$ cat config.mk
export PLATFORM = sky130hd
export DESIGN_NAME = uart_baud_sched
export DESIGN_NICKNAME = d
export VERILOG_FILES = /design/src/rtl/uart_baud_sched.sv
export SDC_FILE = /design/constraint.sdc
export NUM_CORES = 1
export LEC_CHECK = 0
export ABC_CLOCK_PERIOD_IN_PS = 3470
export CORE_MARGIN = 4
export CORE_UTILIZATION = 52
export DETAILED_ROUTE_END_ITERATION = 7
export DONT_BUFFER_PORTS = 1
export PLACE_DENSITY_LB_ADDON = 0.05
export SLEW_MARGIN = 20
export SYNTH_ARGS = -nofsm -noshare
export SYNTH_HDL_FRONTEND = slang
export SYNTH_SLANG_ARGS = --single-unit
$ cat constraint.sdc
create_clock -name clk_in -period 3.47 [get_ports clk_in]
set_input_delay 0.694 -clock clk_in [delete_from_list [all_inputs] [get_ports clk_in]]
set_output_delay 0.694 -clock clk_in [all_outputs]
set_load 0.005 [all_outputs]
$ cat src/rtl/uart_baud_sched.sv
// uart_baud_sched: programmable baud-tick scheduler.
// Produces an oversample strobe (os_tick) and a bit strobe (bit_tick) as
// clock enables in the clk_in domain. A divisor offered in RUN is held in
// pend_div and committed on the next bit boundary (PEND state). The RX engine
// can restart the phase with resync. Dropping en returns to IDLE and commits
// any pending divisor, so a write is never lost.
//
// Config handshake: a divisor is transferred on every rising edge where
// cfg_valid && cfg_ready. cfg_ready depends only on state (low in PEND), so
// the source may hold cfg_valid for as long as it needs to.
module uart_baud_sched #(
    parameter int unsigned CNT_W       = 16,
    parameter int unsigned OVERSAMPLE  = 16,
    parameter int unsigned DEFAULT_DIV = 27,
    localparam int unsigned OS_W       = $clog2(OVERSAMPLE)
) (
    input  logic             clk_in,
    input  logic             rst,
    input  logic             en,
    input  logic             cfg_valid,
    input  logic [CNT_W-1:0] cfg_div,
    output logic             cfg_ready,
    input  logic             resync,
    output logic             os_tick,
    output logic             bit_tick,
    output logic [OS_W-1:0]  phase,
    output logic [CNT_W-1:0] div_cur,
    output logic [1:0]       dbg_state
);

    typedef enum logic [1:0] {
        IDLE = 2'd0,
        RUN  = 2'd1,
        PEND = 2'd2
    } state_e;

    state_e           state_q, state_d;
    logic [CNT_W-1:0] cnt_q, cnt_d;
    logic [OS_W-1:0]  os_cnt_q, os_cnt_d;
    logic [CNT_W-1:0] div_q, div_d;
    logic [CNT_W-1:0] pend_q, pend_d;
    logic             os_tick_q, os_tick_d;
    logic             bit_tick_q, bit_tick_d;

    logic             cfg_acc;
    logic [CNT_W-1:0] cfg_clamped;
    logic [CNT_W-1:0] div_m1;

    // A zero divisor is stored as 1 so div_q-1 can never underflow.
    assign cfg_ready   = (state_q != PEND);
    assign cfg_acc     = cfg_valid && cfg_ready;
    assign cfg_clamped = (cfg_div == '0) ? CNT_W'(1) : cfg_div;
    assign div_m1      = div_q - CNT_W'(1);

    assign os_tick   = os_tick_q;
    assign bit_tick  = bit_tick_q;
    assign phase     = os_cnt_q;
    assign div_cur   = div_q;
    assign dbg_state = state_q;

    // State register and counters; async reset returns everything to defaults.
    always_ff @(posedge clk_in or posedge rst) begin
        if (rst) begin
            state_q    <= IDLE;
            cnt_q      <= '0;
            os_cnt_q   <= '0;
            div_q      <= CNT_W'(DEFAULT_DIV);
            pend_q     <= '0;
            os_tick_q  <= 1'b0;
            bit_tick_q <= 1'b0;
        end else begin
            state_q    <= state_d;
            cnt_q      <= cnt_d;
            os_cnt_q   <= os_cnt_d;
            div_q      <= div_d;
            pend_q     <= pend_d;
            os_tick_q  <= os_tick_d;
            bit_tick_q <= bit_tick_d;
        end
    end

    // Next-state: priority is en=0, then resync, then the divisor wrap.
    always_comb begin
        state_d    = state_q;
        cnt_d      = cnt_q;
        os_cnt_d   = os_cnt_q;
        div_d      = div_q;
        pend_d     = pend_q;
        os_tick_d  = 1'b0;
        bit_tick_d = 1'b0;

        unique case (state_q)
            IDLE: begin
                cnt_d    = '0;
                os_cnt_d = '0;
                if (cfg_acc) begin
                    div_d = cfg_clamped;
                end
                if (en) begin
                    state_d = RUN;
                end
            end
            RUN, PEND: begin
                if (!en) begin
                    state_d  = IDLE;
                    cnt_d    = '0;
                    os_cnt_d = '0;
                    if (state_q == PEND) begin
                        div_d = pend_q;
                    end else if (cfg_acc) begin
                        div_d = cfg_clamped;
                    end
                end else begin
                    if (state_q == RUN && cfg_acc) begin
                        pend_d  = cfg_clamped;
                        state_d = PEND;
                    end
                    if (resync) begin
                        cnt_d    = '0;
                        os_cnt_d = '0;
                    end else if (cnt_q == div_m1) begin
                        cnt_d     = '0;
                        os_tick_d = 1'b1;
                        os_cnt_d  = os_cnt_q + OS_W'(1);
                        if (os_cnt_q == OS_W'(OVERSAMPLE - 1)) begin
                            bit_tick_d = 1'b1;
                            // The bit boundary commits the deferred divisor.
                            if (state_q == PEND) begin
                                div_d   = pend_q;
                                state_d = RUN;
                            end
                        end
                    end else begin
                        cnt_d = cnt_q + CNT_W'(1);
                    end
                end
            end
            default: begin
                state_d = IDLE;
            end
        endcase
    end

endmodule

==> impl_metrics.tcl <==
set metrics [dict create \
    initialDrtViolationCount 94 \
    start_util_pct 53.7 \
    fill_cells 559 \
    clock_skew_ns 0.0136 \
    leakage_nw 1.37 \
    cp.arrival_ns 3.35 \
    worstMarginPinSlew_ns 0.776 \
    fin_tns_setup_ns 0 \
    wire_per_inst_um 18.1 \
    cts-root-buf "clkbuf_8" \
    grt_start_max_net_pins 38 \
    cts-resized-gates 0 \
    numCtsBuffers 5 \
    fin_crit_sh_pct 90.5 \
    gp_congestion 0.912 \
    synth_seq_cells 56 \
    postSynth.asyncResetShare_pct 100 \
    drt-total-wl_mm 7.24 \
    seq_area_frac_synth_pct 44.0 \
    drv_slew 0 \
    via_per_inst 6.02 \
    htree_levels 2 \
    cts-hold-fix-buffers 0 \
    synthToLayoutAreaGrowth_pct 6.80 \
    die_x_um 86.4 \
    cts_tree "done" \
    drive_gt1_share_pct 13.8 \
    dr.pass1.iters 4 \
    worst_ep_required_time_ns 3.68 \
    coreArea_um2 5960 \
    grt_pass1_wl_mm 11.8 \
    gr-total-overflow 0 \
    cp_max_fo 16 \
    max_freq_ghz 0.318 \
    power_density_nw_per_um2 713 \
    grt_pass1_vias 2336 \
    end_kind "flip-flop" \
    final-setup-viol-count 0 \
    final_area_um2 3420 \
    synth_cell_types 51 \
    r2r-start "div_cur[0]$_DFFE_PP1P_" \
    r2r_setup_slack_ns 0.33 \
    nets 352 \
    total_power_mw 2.44 \
    post_cts_buffers 0 \
    hold_violations 0 \
    crit_path_start_kind "flip-flop" \
    netlist_area_um2 3200 \
    cts_sinks 56 \
    hp-class "in2async" \
    num_io_pins 46 \
    n_antenna_cell 0 \
    antenna_found_initial 0 \
    period_minus_slack_ns 3.14 \
    ant_nets 0 \
    dpl_cell_area_um2 3290 \
    grt_setup_unrepaired "false" \
    syn_nets 347 \
    portBuffers 0 \
    grtUsageTotal_pct 20.1 \
    instances_no_fill 400 \
    dp_hpwl_mm 5.45 \
    clock_latency_ns 0.31 \
    synth-main-ff-cell "dfrtp_1" \
    vias 2409 \
    status "complete, no violations" \
    die_area_um2 7470 \
    row_count 28 \
    synth.avg_cell_area_um2 10.0 \
    drv_cap 0 \
    setup.worst_path.class "reg2reg" \
    place_inst 392 \
    cts_buffer_depth 2 \
    clkTransAtPathRegs_ns 0.11 \
    yosysWarnings 0 \
    slew_headroom_pct 48.2 \
    startpoint "div_cur[0]$_DFFE_PP1P_" \
    die_h_um 86.4 \
    ir_worst_vdd_mv 0.428 \
    drc 0 \
    synth_edf_count 0 \
    whs_ns 0.393 \
    netlist_instances 319 \
]
## worst max-delay path, cell delays in order (launching register included)
cell       delay [ns]
dfstp_2          0.60
inv_1            0.07
ha_1             0.22
nor2b_1          0.20
or3_1            0.33
a31oi_1          0.17
o2111ai_1        0.21
or4_4            0.62
a21o_1           0.37
o22a_1           0.24
## registers in the layout (all words and copies together), names as in the netlist
name	cells
div_cur	16
pend_q	16
os_tick	1
cnt_q	16
bit_tick	1
phase	4
dbg_state	2
## cell usage in the layout, fill, tap and decap left out, types with 9 or more instances in the layout
| cell type | n |
|---|---|
| nand2_1 | 23 |
| dfrtp_1 | 52 |
| xnor2_1 | 21 |
| nand3_1 | 9 |
| o22a_1 | 28 |
| inv_1 | 11 |
| nor2_1 | 34 |
| nor4_1 | 10 |
| xor2_1 | 11 |
| mux2_2 | 16 |
## cells by family after synthesis
logic type,share of synthesized area [%]
mux,5.94
xor+xnor,8.76
buf+inv,2.85
flops,44.0
fa+ha+maj,2.74
compound gates,16.1
simple gates,19.7
## through the flow
step / worst slack, ns / utilization (%)
global route: 0.114 / 57.4
detailed placement: 0.338 / 55.3
CTS: 0.323 / 57.3
floorplan: 0.545 / -
global placement: 0.426 / 55.3
finish: 0.329 / 57.4
## where the power goes
part	internal, mW	leakage (nW)	total, mW	switching [mW]
Clock	0.236	0.0614	0.453	0.217
Combinational	0.418	0.590	0.833	0.415
Sequential	0.865	0.717	1.15	0.285
## synth_stat cells, types with 3 or more instances
| library cell | instances | area share, % |
|---|---|---|
| inv_1 | 12 | 1.4 |
| ha_1 | 7 | 2.7 |
| or3_1 | 3 | 0.59 |
| nor2_1 | 34 | 4.0 |
| nand2b_1 | 3 | 0.59 |
| a21oi_1 | 8 | 1.3 |
| xnor2_1 | 21 | 5.7 |
| nand2_1 | 23 | 2.7 |
| o21ai_0 | 4 | 0.63 |
| o22ai_1 | 4 | 0.78 |
| nand3_1 | 9 | 1.4 |
| mux2_2 | 16 | 5.6 |
| clkbuf_1 | 5 | 0.59 |
| a31oi_1 | 4 | 0.78 |
| nor2b_1 | 7 | 1.4 |
| nand4_1 | 8 | 1.6 |
| and3_1 | 5 | 0.98 |
| nor3_1 | 5 | 0.78 |
| dfstp_2 | 4 | 3.3 |
| nor4_1 | 10 | 2.0 |
| xor2_1 | 11 | 3.0 |
| o22a_1 | 28 | 7.7 |
| dfrtp_1 | 52 | 41 |
## final timing paths
| kind | end | depth (start not counted) |
|---|---|---|
| max in group asynchronous | div_cur[4]$_DFFE_PP1P_ | 2 |
| setup / recovery | div_cur[7]$_DFFE_PP0P_ | 9 |
| min in group clk_in | os_tick$_DFF_PP0_ | 1 |
| hold / removal | pend_q[14]$_DFFE_PP0P_ | 1 |
| setup reg to reg | div_cur[7]$_DFFE_PP0P_ | 9 |
| hold reg to reg | pend_q[2]$_DFFE_PP0P_ | 1 |
## final cells by class
class | instances | area, um^2 | area share (%)
well taps | 75 | 93.8 | 2.75
inverters | 12 | 45.0 | 1.32
flip-flops and latches | 56 | 1410 | 41.2
repair buffers | 6 | 45.0 | 1.32
clock inverters | 2 | 38.8 | 1.14
clock buffers | 6 | 82.6 | 2.42
multi-input cells | 243 | 1710 | 49.9
## layer usage
layer	wire length, um	share of wire, %	vias up	track usage [%]
met5	0	0	-	0
met4	155	2.1	0	7.22
met3	316	4.4	12	4.66
met2	3450	48	44	33.0
met1	3320	46	1174	26.0
li1	-	-	1179	-
No activity file was read; power rests on OpenSTA's default activity.
